File: src/rtl/avst_pkt_pkg.sv
// avst_pkt_pkg: shared types, constants and parameter check for the Avalon-ST packetizer
package avst_pkt_pkg;

    localparam logic [15:0] SYNC_WORD = 16'hA5C3;

    typedef enum logic [1:0] {IDLE, HEADER, PAYLOAD} state_t;

    typedef struct packed {
        logic [15:0] sync;
        logic [7:0]  seq;
        logic [7:0]  len_m1;
    } hdr_t;

    function automatic bit check_params(input int data_width, input int pkt_len);
        return data_width >= 32 && pkt_len >= 1 && pkt_len <= 256;
    endfunction

endpackage

File: src/rtl/avst_out_reg.sv
// avst_out_reg: single-entry output register with valid/ready slot tracking
module avst_out_reg
    import avst_pkt_pkg::*;
#(
    parameter int DATA_WIDTH = 32
) (
    input  logic                  clk,
    input  logic                  aresetn,
    input  logic                  load,
    input  logic [DATA_WIDTH-1:0] ld_data,
    input  logic                  ld_sop,
    input  logic                  ld_eop,
    input  logic                  out_ready,
    output logic                  out_valid,
    output logic [DATA_WIDTH-1:0] out_data,
    output logic                  out_sop,
    output logic                  out_eop,
    output logic                  slot_free
);

    assign slot_free = !out_valid || out_ready;

    // a load in the same cycle as a drain keeps out_valid high
    always_ff @(posedge clk or negedge aresetn) begin
        if (!aresetn) begin
            out_valid <= 1'b0;
            out_data  <= '0;
            out_sop   <= 1'b0;
            out_eop   <= 1'b0;
        end else if (load) begin
            out_valid <= 1'b1;
            out_data  <= ld_data;
            out_sop   <= ld_sop;
            out_eop   <= ld_eop;
        end else if (out_ready) begin
            out_valid <= 1'b0;
        end
    end

endmodule

File: src/rtl/avst_packetizer.sv
// avst_packetizer: frames the FIFO word stream into header + PKT_LEN payload Avalon-ST packets
module avst_packetizer
    import avst_pkt_pkg::*;
#(
    parameter int DATA_WIDTH = 32,
    parameter int PKT_LEN    = 16
) (
    input  logic                  clk,
    input  logic                  aresetn,
    input  logic                  in_valid,
    output logic                  in_ready,
    input  logic [DATA_WIDTH-1:0] in_data,
    output logic                  out_valid,
    input  logic                  out_ready,
    output logic [DATA_WIDTH-1:0] out_data,
    output logic                  out_sop,
    output logic                  out_eop,
    output logic [15:0]           pkt_count
);

    localparam logic [7:0] LEN_M1 = 8'(PKT_LEN - 1);

    if (!check_params(DATA_WIDTH, PKT_LEN)) begin : g_bad_params
        $fatal(1, "avst_packetizer: DATA_WIDTH must be >= 32 and PKT_LEN in 1..256");
    end

    state_t                state, state_n;
    logic [7:0]            cnt, seq;
    logic                  slot_free, load, ld_sop, ld_eop, last;
    logic [DATA_WIDTH-1:0] ld_data;
    hdr_t                  hdr;

    assign hdr  = '{sync: SYNC_WORD, seq: seq, len_m1: LEN_M1};
    assign last = cnt == LEN_M1;

    always_comb begin
        state_n  = state;
        load     = 1'b0;
        in_ready = 1'b0;
        ld_sop   = 1'b0;
        ld_eop   = 1'b0;
        ld_data  = in_data;
        case (state)
            IDLE:    state_n = in_valid ? HEADER : IDLE;
            HEADER: begin
                load    = slot_free;
                ld_sop  = 1'b1;
                ld_data = DATA_WIDTH'(hdr);
                state_n = slot_free ? PAYLOAD : HEADER;
            end
            PAYLOAD: begin
                in_ready = slot_free;
                load     = in_valid && slot_free;
                ld_eop   = last;
                state_n  = (load && last) ? IDLE : PAYLOAD;
            end
            default: state_n = IDLE;
        endcase
    end

    always_ff @(posedge clk or negedge aresetn) begin
        if (!aresetn) begin
            state     <= IDLE;
            cnt       <= '0;
            seq       <= '0;
            pkt_count <= '0;
        end else begin
            state <= state_n;
            if (load) cnt <= ld_sop ? '0 : cnt + 8'd1;
            if (load && ld_eop) seq <= seq + 8'd1;
            if (out_valid && out_ready && out_eop) pkt_count <= pkt_count + 16'd1;
        end
    end

    avst_out_reg #(.DATA_WIDTH(DATA_WIDTH)) u_out_reg (
        .clk       (clk),
        .aresetn   (aresetn),
        .load      (load),
        .ld_data   (ld_data),
        .ld_sop    (ld_sop),
        .ld_eop    (ld_eop),
        .out_ready (out_ready),
        .out_valid (out_valid),
        .out_data  (out_data),
        .out_sop   (out_sop),
        .out_eop   (out_eop),
        .slot_free (slot_free)
    );

endmodule

File: config.mk
export PLATFORM = sky130hd
export DESIGN_NAME = avst_packetizer
export DESIGN_NICKNAME = d
export VERILOG_FILES = /design/src/rtl/avst_pkt_pkg.sv /design/src/rtl/avst_out_reg.sv /design/src/rtl/avst_packetizer.sv
export SDC_FILE = /design/constraint.sdc
export NUM_CORES = 1
export LEC_CHECK = 0
export ABC_AREA = 1
export CORE_UTILIZATION = 40
export DETAILED_ROUTE_END_ITERATION = 7
export PLACE_DENSITY = 0.72
export SYNTH_ARGS = -nofsm -noshare
export SYNTH_HDL_FRONTEND = slang
export SYNTH_SLANG_ARGS = --single-unit
File: constraint.sdc
create_clock -name clk -period 2.1 [get_ports clk]
set_input_delay 0.21 -clock clk [delete_from_list [all_inputs] [get_ports clk]]
set_output_delay 0.21 -clock clk [all_outputs]
set_load 0.02 [all_outputs]
---- After elaboration in Yosys (flattened, before gate mapping) ----
Cells that the tools add are included.
cells by class
  add/subtract/negate cells ............... 3
  equal/unequal tests ..................... 3
  multiplexer cells ....................... 12
  reductions and logical operators ........ 9
operators by type and width
  kind                     number
  $mux W32                 1
  $add A16 B1 Y16 const B  1
  $add A8 B1 Y8 const B    2
  $eq A8 B4 Y1 const B     1
  $mux W8                  1
  $mux W1                  6
  $pmux W2 S3              1
  $logic_and A1 B1 Y1      5
  $mux W2                  2
  $eq A2 B1 Y1 const B     1
  $eq A2 B2 Y1 const B     1
  $logic_not A2 Y1         1
  $pmux W1 S2              1
  $reduce_bool A2 Y1       1
  $logic_not A1 Y1         1
  $logic_or A1 B1 Y1       1
storage, ports and cells
  bits in registers ....................... 69
  input port bits ......................... 36
  output and inout port bits .............. 52
  logic and storage cells ................. 35

---- Logic depth before layout (Yosys ltp) ----
  word-level depth ........................ 6
  mapped depth ............................ 9
  depth with buffers taken out ............ 8

---- Hierarchy ----
Synthesis repeated with hierarchy kept, for this count alone.
unflattened totals
  cell total of the unflattened synthesis .. 424
  area, all modules ....................... 3,452.1 um^2
modules (own cells, without submodules)
  module           times used  cells an instance  area each (um^2)  sequential area each (um^2)
  avst_packetizer  1           276                2,073.2           850.8
  avst_out_reg     1           148                1,378.8           875.8

---- Worst setup path before layout ----
OpenSTA, ideal clock, no wires.
  path kind ............................... reg2reg
  start ................................... register state[0]
  end ..................................... register u_out_reg.out_data[20]
  setup time .............................. 0.116 ns
  data arrival time ....................... 1.311 ns
  required time ........................... 1.984 ns
  setup slack ............................. 0.673 ns
  cell stages (with the launch flop) ...... 10
  buffers on the path ..................... 2
  period minus slack after synthesis ...... 1.427 ns
  path through ............................ dfrtp_1 inv_1 ha_1 nand3_4 nand2_4 nand2_2 buf_6 buf_6 nand2_1 nand2_1
between the ends
  word-level cells in the longest chain between the ends .. 2
  elaborated cells on any way between the ends .. 4
  classes of those cells .................. eq/ne: 2; mux: 2
ends and longest elaborated chain
  element                                              line                   text
  from (decl)                                          avst_packetizer.sv:27  state_t state, state_n;
  from (signal assigned)                               avst_packetizer.sv:68  state <= state_n;
  $eq A2 B2 Y1 / $eq A2 B1 Y1 (equally long branches)  avst_packetizer.sv:43  case (state)
  $pmux W1 S2 / $mux W32 (equally long branches)       avst_packetizer.sv:43
  to (signal assigned)                                 avst_out_reg.sv:32     out_data <= ld_data;
  to (decl)                                            avst_out_reg.sv:15     output logic [DATA_WIDTH-1:0] out_data,
Several ways; a longest one is shown, not always the timed one.
A chain may end at the register's enable or synchronous reset.

---- Worst setup path after layout ----
  start ................................... register state[0]
  end ..................................... output port in_ready
between the ends
  word-level cells in the longest chain between the ends .. 2
ends and longest elaborated chain
  element       line                   text
  $eq A2 B2 Y1  avst_packetizer.sv:43
  $mux W1       avst_packetizer.sv:43
  to (decl)     avst_packetizer.sv:11  output logic in_ready,
No other way between the ends.

==> metrics.txt <==
CTS tree=done; Fill cells=748; share of cells above drive strength 1=0.0812; Async S/R FF share, synth=1.00; final instance area=4600 um^2; final wirelength=7.38 mm; row cnt=33; DR vias=2879; final design utilization=0.560; Yosys warnings=0; CTS buffer count=9; synthesized cell area=3400 um^2; endpoints failing setup=0; H-tree Lvls=3; clock sinks=69; post-layout minimum cycle time=1.80 ns; crit path max fanout=4; Post-CTS Setup Inserts=0; unique cell type count in the Yosys netlist=30; M1 WL=3.30 mm; Die Span Y=94.2 um; post-place instance area=4390 um^2; Startpoint Class=flop; # placed instances=593; Top FF cell, synth=dfrtp_1; synthesized instance count=405; Mean Syn Cell Area=8.39 um^2; initial detailed-routing violation count=93; max_cap viols=0; most frequent CP cell=inv_1; Setup CP Type=reg2out; wire per inst=12.1 um; Final ANT Viol Nets=0; peak supply drop=0.000688 V; Sum Neg Setup Slack=0 ns; gr usage total=0.185; IO buf count=87; gr ovfl total=0; Crit-path slowest cell=dfrtp_1; clock root buffer=clkbuf_8; overall die area=8870 um^2; crit-path max cell delay=0.40 ns; die width=94.2 um; crit-path cells=inv_1, ha_1, inv_1, nor2_1, dlygate4sd2_1; # IOs=88; NumNets Final=543; leakage=2.27 nW; initial antenna violation count=0; WL met2=3.48 mm; DR pass1 iterations=4; Max Clk Rate=555 MHz; routability congestion estimate=0.767; max-slew violation count=0; met3 wire length=490 um; Final Cycle Share=0.858; Post-synth EDFFs=0; Ant. Diodes=0; Hold Vio Cnt, Final=0; Residual DRC=0; #FFs+latches synth=69; Final Power=5.26 mW; setup slack at placement=0.227 ns; worst skew pair latency=0.34 ns; area grow syn2layout=35.4%; max layer used=met4; pin count of the biggest net entering global routing=70; vias in the first global route=2817; WP data arrival=1.59 ns; Worst Setup End Kind=output port; clock skew=0.0111 ns; RSZ-0062 raised after global routing=no; Syn Nets=448; Fin Hold WS=0.395 ns; clock buffer depth=2; Critical Path RT=1.89 ns; Worst slew margin=0.761; hpwl dp=5.28 mm; Reg clk slew, reported paths=0.08 ns; Power Density=1140 nW/um^2; sequential share of the synthesized area=0.508; Cell Count, Final, Fillers Out=610; vias per std cell=4.72; Worst Hold Class=in2reg; status=finished, final reports clean; final setup margin=0.298 ns; first-pass GRT wire length=12.7 mm; Tightest Pin Transition=0.359 ns; r2r setup slk=0.41 ns; Core Footprint=8220 um^2; Initial Util=0.413
==> sequential cells by signal (all words and copies together) (netlist names) <==
register             flops
seq                      8
u_out_reg.out_valid      1
pkt_count               16
cnt                      8
u_out_reg.out_eop        1
state                    2
u_out_reg.out_data      32
u_out_reg.out_sop        1
==> worst max-delay path, delay by kind of cell, from the launching register on <==
family | cells | cell delay, ns
simple gates | 1 | 0.10
fa+ha+maj | 1 | 0.27
buf+inv | 3 | 0.48
flops | 1 | 0.40
==> synth_stat cells, drive strengths merged (2+ instances only) <==
cell type	instances	area (um^2)
o21ai	16	80.1
nand3	24	150
ha	7	87.6
inv	30	113
dfrtp	69	1730
xnor2	5	43.8
buf	9	68.8
nor2	60	257
a21oi	2	10.0
nand3b	4	30.0
nor3	5	30.0
xor2	10	95.1
nand2	152	606
o21bai	8	60.1
==> worst paths after layout <==
kind	from	endpoint	cells past startpoint
setup / recovery	state[0]$_DFF_PN0_	in_ready	5
hold / removal	in_data[21]	u_out_reg.out_data[21]$_DFFE_PN0P_	3
setup reg to reg	state[1]$_DFF_PN0_	cnt[7]$_DFFE_PN0P_	8
hold reg to reg	u_out_reg.out_data[27]$_DFFE_PN0P_	u_out_reg.out_data[27]$_DFFE_PN0P_	2
max in group asynchronous	aresetn	u_out_reg.out_data[23]$_DFFE_PN0P_	3
min in group asynchronous	aresetn	u_out_reg.out_valid$_DFFE_PN0P_	3
==> cell families (layout without fill, tap and decap cells) <==
| logic type | after synthesis | count (layout) | share of synthesized area |
|---|---|---|---|
| compound gates | 27 | 27 | 0.0497 |
| xor+xnor | 15 | 15 | 0.0409 |
| fa+ha+maj | 7 | 7 | 0.0258 |
| buf+inv | 40 | 140 | 0.0545 |
| flops | 69 | 69 | 0.508 |
| mux | 1 | 1 | 0.00331 |
| simple gates | 246 | 246 | 0.317 |
==> repair_timing <==
action	CTS	global route
hold endpoints to repair	69	0
gates resized for setup	1	0
hold buffers	1	0
setup endpoints to repair	1	0
==> cell type report <==
type                    instances  area [um^2]  area share
clock inverters                 5         58.8      0.0128
flip-flops and latches         69         1730       0.375
inverters                      30          113      0.0245
multi-input cells             296         1490       0.323
well taps                     105          131      0.0286
clock buffers                  11          141      0.0307
repair buffers                 94          945       0.205
==> cell usage in the layout (no fill, tap or decap), types with 2 or more instances in the layout <==
cell	count
a21oi_1	2
buf_12	2
buf_4	4
clkbuf_8	10
clkdlybuf4s50_1	85
clkinvlp_4	2
dfrtp_1	69
ha_1	7
inv_1	27
inv_2	3
nand2_1	146
nand2_2	2
nand2_4	4
nand3_1	21
nand3_4	2
nand3b_1	4
nor2_1	57
nor2_4	2
nor3_1	4
o21ai_0	14
o21ai_1	2
o21bai_1	8
xnor2_1	5
xor2_1	9
==> routing by layer <==
| layer | track usage | vias up |
|---|---|---|
| met3 | 0.0607 | 10 |
| met4 | 0.0679 | 0 |
| met2 | 0.305 | 73 |
| met1 | 0.224 | 1351 |
| li1 | - | 1445 |
| met5 | 0 | - |
==> power by group <==
group	total [mW]	internal [mW]	switching, mW	leakage [nW]
logic	2.25	0.982	1.27	1.33
registers	1.93	1.70	0.235	0.842
clock network	1.08	0.583	0.494	0.0959
total	5.26	3.26	2.00	2.27
(Power assumes the default switching activity.)
